--- config.mk ---
export PLATFORM = sky130hd
export DESIGN_NAME = best_arr_sender_flat
export DESIGN_NICKNAME = d
export VERILOG_FILES = /design/src/rtl/fann_pkg.sv /design/src/rtl/best_arr_sender_if.sv /design/src/rtl/best_arr_sender_addr_gen.sv /design/src/rtl/best_arr_sender.sv /design/src/flat_wrapper.sv
export SDC_FILE = /design/constraint.sdc
export NUM_CORES = 1
export LEC_CHECK = 0
export ABC_AREA = 1
export CORE_MARGIN = 4
export CORE_UTILIZATION = 58
export CTS_CLUSTER_SIZE = 40
export DETAILED_ROUTE_END_ITERATION = 8
export PLACE_DENSITY = 0.85
export RECOVER_POWER = 100
export SLEW_MARGIN = 20
export SYNTH_ARGS = -nofsm -noshare
export SYNTH_HDL_FRONTEND = slang
export SYNTH_SLANG_ARGS = --single-unit
--- constraint.sdc ---
create_clock -name clk -period 6.93 [get_ports clk]
set_input_delay 1.386 -clock clk [delete_from_list [all_inputs] [get_ports clk]]
set_output_delay 1.386 -clock clk [all_outputs]
set_load 0.1 [all_outputs]
--- src/rtl/fann_pkg.sv ---
// Shared sizing constants and types for the best-index output path.
package fann_pkg;

    localparam int DATA_WIDTH = 11;
    localparam int ROW_SIZE   = 26;
    localparam int COL_SIZE   = 19;
    localparam int BLOCKING   = 4;
    localparam int NUM_QUERYS = ROW_SIZE * COL_SIZE;
    localparam int ADDR_WIDTH = $clog2(NUM_QUERYS);

    localparam int HALF_ROW = ROW_SIZE / 2;
    localparam int NXB      = (HALF_ROW + BLOCKING - 1) / BLOCKING;
    localparam int LAST_W   = HALF_ROW - (NXB - 1) * BLOCKING;

    function automatic int cnt_width(input int n);
        return (n <= 1) ? 1 : $clog2(n);
    endfunction

    localparam int X_W  = cnt_width(NXB);
    localparam int Y_W  = cnt_width(COL_SIZE);
    localparam int XI_W = cnt_width(BLOCKING);

    typedef logic [DATA_WIDTH-1:0] idx_t;

    typedef enum logic [1:0] {
        IDLE  = 2'd0,
        RUN   = 2'd1,
        DRAIN = 2'd2
    } sender_state_t;

endpackage

--- src/rtl/best_arr_sender_if.sv ---
// Start/status, RAM read port and output-FIFO write port of the best-index sender.
interface best_arr_sender_if;
    import fann_pkg::*;

    logic                  send_best_arr;
    logic                  ram_csb;
    logic [ADDR_WIDTH-1:0] ram_addr;
    idx_t                  ram_rdata;
    logic                  out_fifo_wenq;
    idx_t                  out_fifo_wdata;
    logic                  out_fifo_wfull_n;
    logic                  busy;
    logic                  done;

    modport master (
        input  send_best_arr, ram_rdata, out_fifo_wfull_n,
        output ram_csb, ram_addr, out_fifo_wenq, out_fifo_wdata, busy, done
    );

    modport slave (
        output send_best_arr, ram_rdata, out_fifo_wfull_n,
        input  ram_csb, ram_addr, out_fifo_wenq, out_fifo_wdata, busy, done
    );

endinterface

--- src/rtl/best_arr_sender_addr_gen.sv ---
// Blocked-order RAM address walker: px, x-block, row y, column-in-block xi.
// Counters wrap back to zero after the final address, ready for the next pass.
module blocked_addr_gen
    import fann_pkg::*;
(
    input  logic                  clk,
    input  logic                  rst_n,
    input  logic                  step,
    output logic [ADDR_WIDTH-1:0] addr,
    output logic                  last
);
    localparam int SW = ADDR_WIDTH + 1;

    logic            px;
    logic [X_W-1:0]  x;
    logic [Y_W-1:0]  y;
    logic [XI_W-1:0] xi;
    logic [XI_W-1:0] xi_max;
    logic            xi_end, y_end, x_end;
    logic [SW-1:0]   sum;

    // The last x-block is narrower when half a row is not a multiple of BLOCKING.
    always_comb begin
        x_end  = (x == X_W'(NXB - 1));
        xi_max = x_end ? XI_W'(LAST_W - 1) : XI_W'(BLOCKING - 1);
        xi_end = (xi == xi_max);
        y_end  = (y == Y_W'(COL_SIZE - 1));
        last   = px && x_end && y_end && xi_end;
        sum    = SW'(px) * SW'(HALF_ROW) + SW'(y) * SW'(ROW_SIZE)
               + SW'(x) * SW'(BLOCKING) + SW'(xi);
        addr   = ADDR_WIDTH'(sum);
    end

    always_ff @(posedge clk or negedge rst_n) begin
        if (!rst_n) begin
            px <= 1'b0;
            x  <= '0;
            y  <= '0;
            xi <= '0;
        end else if (step) begin
            if (!xi_end) begin
                xi <= xi + XI_W'(1);
            end else begin
                xi <= '0;
                if (!y_end) begin
                    y <= y + Y_W'(1);
                end else begin
                    y <= '0;
                    if (!x_end) begin
                        x <= x + X_W'(1);
                    end else begin
                        x  <= '0;
                        px <= ~px;
                    end
                end
            end
        end
    end

endmodule

--- src/rtl/best_arr_sender.sv ---
// Output stage: streams the best-index RAM into the output FIFO in blocked order.
// A 2-entry skid absorbs the RAM read latency so backpressure never drops a word.
module best_arr_sender
    import fann_pkg::*;
(
    input  logic              clk,
    input  logic              rst_n,
    best_arr_sender_if.master bus
);
    sender_state_t         state;
    idx_t                  skid_data [2];
    logic                  rd_ptr;
    logic                  wr_ptr;
    logic [1:0]            count;
    logic                  inflight;
    logic                  issue;
    logic                  pop;
    logic [2:0]            occupancy_next;
    logic                  gen_last;
    logic [ADDR_WIDTH-1:0] gen_addr;

    blocked_addr_gen u_addr_gen (
        .clk   (clk),
        .rst_n (rst_n),
        .step  (issue),
        .addr  (gen_addr),
        .last  (gen_last)
    );

    // A read is issued only if the word returning next cycle is sure to find a free slot;
    // the first read goes out on the start pulse itself to save a cycle of latency.
    always_comb begin
        pop            = (count != 2'd0) && bus.out_fifo_wfull_n;
        occupancy_next = 3'(count) + 3'(inflight) - 3'(pop);
        issue          = 1'b0;
        case (state)
            IDLE:    issue = bus.send_best_arr;
            RUN:     issue = (occupancy_next < 3'd2);
            default: issue = 1'b0;
        endcase
    end

    always_ff @(posedge clk or negedge rst_n) begin
        if (!rst_n) begin
            state <= IDLE;
        end else begin
            case (state)
                IDLE:    if (bus.send_best_arr) state <= RUN;
                RUN:     if (issue && gen_last) state <= DRAIN;
                DRAIN:   if (count == 2'd0 && !inflight) state <= IDLE;
                default: state <= IDLE;
            endcase
        end
    end

    always_ff @(posedge clk or negedge rst_n) begin
        if (!rst_n) begin
            skid_data[0] <= '0;
            skid_data[1] <= '0;
            rd_ptr       <= 1'b0;
            wr_ptr       <= 1'b0;
            count        <= 2'd0;
            inflight     <= 1'b0;
        end else begin
            inflight <= issue;
            if (inflight) begin
                skid_data[wr_ptr] <= bus.ram_rdata;
                wr_ptr            <= ~wr_ptr;
            end
            if (pop) begin
                rd_ptr <= ~rd_ptr;
            end
            count <= count + 2'(inflight) - 2'(pop);
        end
    end

    assign bus.ram_csb        = ~issue;
    assign bus.ram_addr       = gen_addr;
    assign bus.out_fifo_wenq  = pop;
    assign bus.out_fifo_wdata = skid_data[rd_ptr];
    assign bus.busy           = (state != IDLE);
    assign bus.done           = (state == DRAIN) && (count == 2'd0) && !inflight;

endmodule
--- src/flat_wrapper.sv ---
// flat-port wrapper written by rule: the top's interface ports become plain ports
module best_arr_sender_flat import fann_pkg::*;
  (clk, rst_n, bus_send_best_arr, bus_ram_rdata, bus_out_fifo_wfull_n, bus_ram_csb, bus_ram_addr, bus_out_fifo_wenq, bus_out_fifo_wdata, bus_busy, bus_done);
  best_arr_sender_if bus_i ();
  input  logic clk;
  input  logic rst_n;
  input wire logic [$bits(bus_i.send_best_arr)-1:0] bus_send_best_arr;
  input wire logic [$bits(bus_i.ram_rdata)-1:0] bus_ram_rdata;
  input wire logic [$bits(bus_i.out_fifo_wfull_n)-1:0] bus_out_fifo_wfull_n;
  output wire logic [$bits(bus_i.ram_csb)-1:0] bus_ram_csb;
  output wire logic [$bits(bus_i.ram_addr)-1:0] bus_ram_addr;
  output wire logic [$bits(bus_i.out_fifo_wenq)-1:0] bus_out_fifo_wenq;
  output wire logic [$bits(bus_i.out_fifo_wdata)-1:0] bus_out_fifo_wdata;
  output wire logic [$bits(bus_i.busy)-1:0] bus_busy;
  output wire logic [$bits(bus_i.done)-1:0] bus_done;
  assign bus_i.send_best_arr = bus_send_best_arr;
  assign bus_i.ram_rdata = bus_ram_rdata;
  assign bus_i.out_fifo_wfull_n = bus_out_fifo_wfull_n;
  assign bus_ram_csb = bus_i.ram_csb;
  assign bus_ram_addr = bus_i.ram_addr;
  assign bus_out_fifo_wenq = bus_i.out_fifo_wenq;
  assign bus_out_fifo_wdata = bus_i.out_fifo_wdata;
  assign bus_busy = bus_i.busy;
  assign bus_done = bus_i.done;
  best_arr_sender u_core (.clk(clk), .rst_n(rst_n), .bus(bus_i));
endmodule
## Word level (Yosys, flattened, before mapping)

Index checks and enable logic that the tools add are counted.

- Bits in read-only memories: 0
- RAM bits: 0
- Word-level logic and storage cells: 74
- Memories kept: 0
- Latch bits: 0
- Bits in registers: 39
- Bits of input ports: 15
- Output and inout bits: 24

- Add/subtract/negate cells: 10
- Shifts and indexed selects: 0
- $mul: 2
- Equality and inequality tests: 8
- Magnitude comparators: 4
- Mux-type cells: 15
- Reduce and logical (&&, ||, !) cells: 18
- Div/mod/pow operators: 0
- Bitwise gates (word level): 6

Operator list:

| operator | count |
|---|---|
| $mux 11 | 4 |
| $bwmux 22 | 1 |
| $mux 2 | 6 |
| $demux 11 s1 | 1 |
| $add 5x9->9 | 1 |
| $add 9x2->9 | 1 |
| $add 9x4->9 | 1 |
| $logic_and 1x1->1 | 9 |
| $mul 5x4->8 const B | 1 |
| $pmux 2 s3 | 1 |
| $reduce_and 3->1 | 2 |
| $add 5x1->5 const B | 1 |
| $eq 5x5->1 const B | 1 |
| $mul 1x4->5 const B | 1 |
| $mux 5 | 1 |
| $add 2x1->2 const B | 2 |
| $eq 2x2->1 const B | 2 |
| $ge 2x2->1 const B | 2 |
| $logic_not 2->1 | 2 |
| $ne 2x1->1 const B | 2 |
| $not 1->1 | 4 |
| $not 1->2 | 2 |
| $reduce_and 4->1 | 1 |
| $reduce_bool 2->1 | 2 |
| 12 further kinds | 12 |

## Logic depth before layout (Yosys ltp)

- Depth in word-level cells: 8
- Depth in mapped cells: 15
- Gate-level depth less buffers: 15

## Modules after synthesis

From an unflattened synthesis, not the netlist that was laid out.

- Cell total of the unflattened synthesis: 302
- Area total of the unflattened synthesis: 2506.2 sq um

Modules (own cells, without submodules):

| module | cells an instance | seq. area each (sq um) | area each (sq um) | instances |
|---|---|---|---|---|
| best_arr_sender | 165 | 725.7 | 1386.3 | 1 |
| blocked_addr_gen | 137 | 250.2 | 1119.8 | 1 |

## Worst setup path after synthesis

OpenSTA, ideal clock, no wires.

- Path type: input-to-output
- Start: input bus_out_fifo_wfull_n
- End: output bus_ram_csb
- Arrival: 4.013 ns
- Slack: 1.531 ns
- Buffers on the path: 0
- Stages on the path: 12
- Cells stage by stage: o21ai_0 inv_1 ha_1 inv_1 ha_1 inv_1 fa_1 nand2_1 nand2_1 nand3_1 nand2_2 inv_1

- Longest elaborated chain between the ends: 5

RTL lines:

| element | line | RTL |
|---|---|---|
| from (decl) | flat_wrapper.sv:9 | `input wire logic [$bits(bus_i.out_fifo_wfull_n)-1:0] bus_out_fifo_wfull_n;` |
| $logic_and 1x1->1 | best_arr_sender.sv:33 | `pop = (count != 2'd0) && bus.out_fifo_wfull_n;` |
| named net bus_out_fifo_wenq | flat_wrapper.sv:12 | `output wire logic [$bits(bus_i.out_fifo_wenq)-1:0] bus_out_fifo_wenq;` |
| $sub 3x1->3 | best_arr_sender.sv:34 | `occupancy_next = 3'(count) + 3'(inflight) - 3'(pop);` |
| $lt 3x2->1 | best_arr_sender.sv:38 | `RUN: issue = (occupancy_next < 3'd2);` |
| $pmux 1 s2 | best_arr_sender.sv:36 | `case (state)` |
| named net u_core.issue | best_arr_sender.sv:16 | `logic issue;` |
| $not 1->1 | best_arr_sender.sv:77 | `assign bus.ram_csb = ~issue;` |
| to (decl) | flat_wrapper.sv:10 | `output wire logic [$bits(bus_i.ram_csb)-1:0] bus_ram_csb;` |

The timed path passes the listed nets, and every way through them passes these cells.

## Final worst setup path

- Start: input bus_out_fifo_wfull_n
- End: output bus_ram_csb

- Longest elaborated chain between the ends: 5

RTL lines:

| element | line |
|---|---|
| $logic_and 1x1->1 | best_arr_sender.sv:33 |
| $sub 3x1->3 | best_arr_sender.sv:34 |
| $lt 3x2->1 | best_arr_sender.sv:38 |
| $pmux 1 s2 | best_arr_sender.sv:36 |
| named net u_core.issue | best_arr_sender.sv:16 |
| $not 1->1 | best_arr_sender.sv:77 |

The timed path passes the listed nets, and every way through them passes these cells.

==> flow_summary.ini <==
[route]
totalWireLength_um = 4980
drtIter0Drc = 126
wire_per_inst_um = 12.5
drtAntennaViolNets = 0
via_per_inst = 5.08
vias = 2023
dr.pass1.iters = 4
drcViolationCount = 0

[clocking]
cts_buffers = 5
root_buffer = clkbuf_8
clk_latency_ns = 0.29
cts_resized = 0
hold_buffers = 0
htreeDepth = 2
post_cts_buffers = 0
clk_path_buf_depth = 2
clkTransAtPathRegs_ns = 0.07
cts_sinks = 39
cts_tree = done

[synth]
yosysTopAreaCell = dfrtp_1
syn_nets = 353
netlist_top_cells_count = nand2_1, inv_1, dfrtp_1, ha_1, nand3_1
synth_area_mm2 = 0.00251
synth_area_leaders = dfrtp_1, nand2_1, ha_1
avgSynthCellArea_um2 = 8.12
synthCells = 309
yosysSeqAreaShare_pct = 38.9
async_reset_ff_share_pct = 100
ys_ff_latch = 39
synth-edff-count = 0
synth_cell_type_count = 28
synth_ff_type = dfrtp_1
yosysMostFrequentCell = nand2_1
synth.top_cell.area_share_pct = 38.9
yosysWarnings = 0

[timing]
finalMaxSlewViolations = 40
period_needed_ns = 5.89
worstMarginPinSlew_ns = 2.03
setup_viol = 0
finalHoldViolCount = 0
slew-limit-headroom_pct = -35.5
fmax_mhz = 170
fin_crit_sh_pct = 85.1
setup-tns-final_ns = 0
skew_ns = 0.00286
rsz0062_at_grt = false

[placement]
numPortBuffers = 38
dp_hpwl_um = 3580
gp_congestion = 0.818

[worst_hold_path]
whs_path_depth = 2
worstHoldPathType = flip-flop to flip-flop
worstHoldStart = u_core.skid_data[2]
worst_hold_path.endpoint = u_core.skid_data[2]

[worst_setup_path]
critPathKind = input pin to primary output
end_kind = primary output
ff2ff_setup_slack_ns = 4.05
reg2regPathDepth = 15
critPathLaunchType = input pin
r2r-end = u_core.u_addr_gen.y[3]
cp_max_fo = 10
required_ns = 5.54
crit_arrival_ns = 4.51
r2r_start = u_core.count[1]

[die]
num_io_pins = 39
dieHeight_um = 73.8
core_mm2 = 0.00409
die_x_um = 73.8
dieArea_mm2 = 0.00544
start_util_pct = 61.4
rows = 23

[global_route]
grt_pass1_wl_um = 8420
grt_overflow = 0
grt_start_max_net_pins = 40
use_met1_pct = 26.8
grt_pass1_vias = 1939
global_route.usage.met2_pct = 33.0
use_met3_pct = 4.38
track_usage_pct = 20.1
antenna_found_initial = 0
top_usage_layer = met2

[final_layout]
nets = 391
drive_gt1_share_pct = 4.89
insertedDiodeCount = 0
syn_to_final_growth_pct = 18.1

[outcome]
status = complete, but fails checks
violations = max-capacitance violations, max-slew violations

[run]
drv_cap = 1
flip-flops by register name, summed over array words and instances, names as in the netlist:
| name | flops |
|---|---|
| u_core.rd_ptr | 1 |
| u_core.u_addr_gen.x | 2 |
| u_core.u_addr_gen.xi | 2 |
| u_core.u_addr_gen.px | 1 |
| u_core.wr_ptr | 1 |
| u_core.skid_data | 22 |
| u_core.inflight | 1 |
| u_core.u_addr_gen.y | 5 |
| u_core.state | 2 |
| u_core.count | 2 |
cell type report:
| type | count | area (um2) |
|---|---|---|
| multi-input cells | 216 | 1260 |
| fillers | 323 | 1120 |
| flip-flops and latches | 39 | 976 |
| repair buffers | 38 | 368 |
| inverters | 47 | 176 |
| clock buffers | 6 | 82.6 |
| well taps | 50 | 62.6 |
| clock inverters | 2 | 35.0 |
critical path, stage by stage:
cell and delay [ns]:
dlygate4sd3_1 0.53, o21ai_0 0.12, inv_1 0.09, ha_1 0.29
inv_1 0.06, ha_1 0.13, inv_1 0.06, fa_1 0.38
nand2_1 0.08, nand2_1 0.05, nand3_1 0.06, nand2_1 0.22
inv_1 0.16, clkbuf_1 0.88
stage by stage:
| step | utilization, % | instance area (um2) | cells | hold WS [ns] | setup slack [ns] |
|---|---|---|---|---|---|
| after floorplan | - | 2510 | 309 | 0.453 | 1.53 |
| after global placement | 71.0 | 2900 | 390 | 0.465 | 1.92 |
| after detailed placement | 71.0 | 2900 | 390 | 0.469 | 1.84 |
| after CTS | 73.9 | 3020 | 398 | 0.488 | 1.59 |
| after global routing | 72.5 | 2960 | 398 | 0.508 | 0.849 |
| final | 72.5 | 2960 | 398 | 0.489 | 1.04 |
how the worst max path moves through the flow:
| stage | startpoint | endpoint | slack [ns] | cells after the start |
|---|---|---|---|---|
| after floorplan | bus_out_fifo_wfull_n | bus_ram_csb | 1.53 | 12 |
| after global placement | bus_out_fifo_wfull_n | bus_ram_csb | 1.92 | 14 |
| after detailed placement | bus_out_fifo_wfull_n | bus_ram_csb | 1.84 | 14 |
| after CTS | u_core.u_addr_gen.y[1] | bus_ram_addr[8] | 1.59 | 12 |
| after global routing | bus_out_fifo_wfull_n | bus_ram_csb | 0.85 | 14 |
| final | bus_out_fifo_wfull_n | bus_ram_csb | 1.04 | 14 |
layer usage:
layer  vias to the layer above  wire [um]
li1                       1033          -
met1                       944       2310
met2                        39       2400
met3                         7        219
met4                         0         48
met5                         -          0
cell families after synthesis:
| family | Yosys count | share of synthesized area, % |
|---|---|---|
| adder cells (fa/ha/maj) | 29 | 16.3 |
| flip-flops | 39 | 38.9 |
| AND/OR/NAND/NOR | 139 | 23.2 |
| AO/OA/AOI/OAI | 38 | 9.43 |
| XOR/XNOR | 10 | 3.49 |
| buffers and inverters | 54 | 8.73 |
cell usage in the layout, fill, tap and decap left out, types with 5 or more instances in the layout:
cell type	n
dfrtp_1	39
clkbuf_8	6
nor2_1	8
fa_1	6
nand2_1	105
dlygate4sd3_1	35
xor2_1	8
a21oi_1	5
ha_1	23
nand3_1	14
inv_1	45
o21ai_0	30
Power is not shown: default switching activity piles up to over one toggle a cycle in this logic, so the estimate is an artifact.
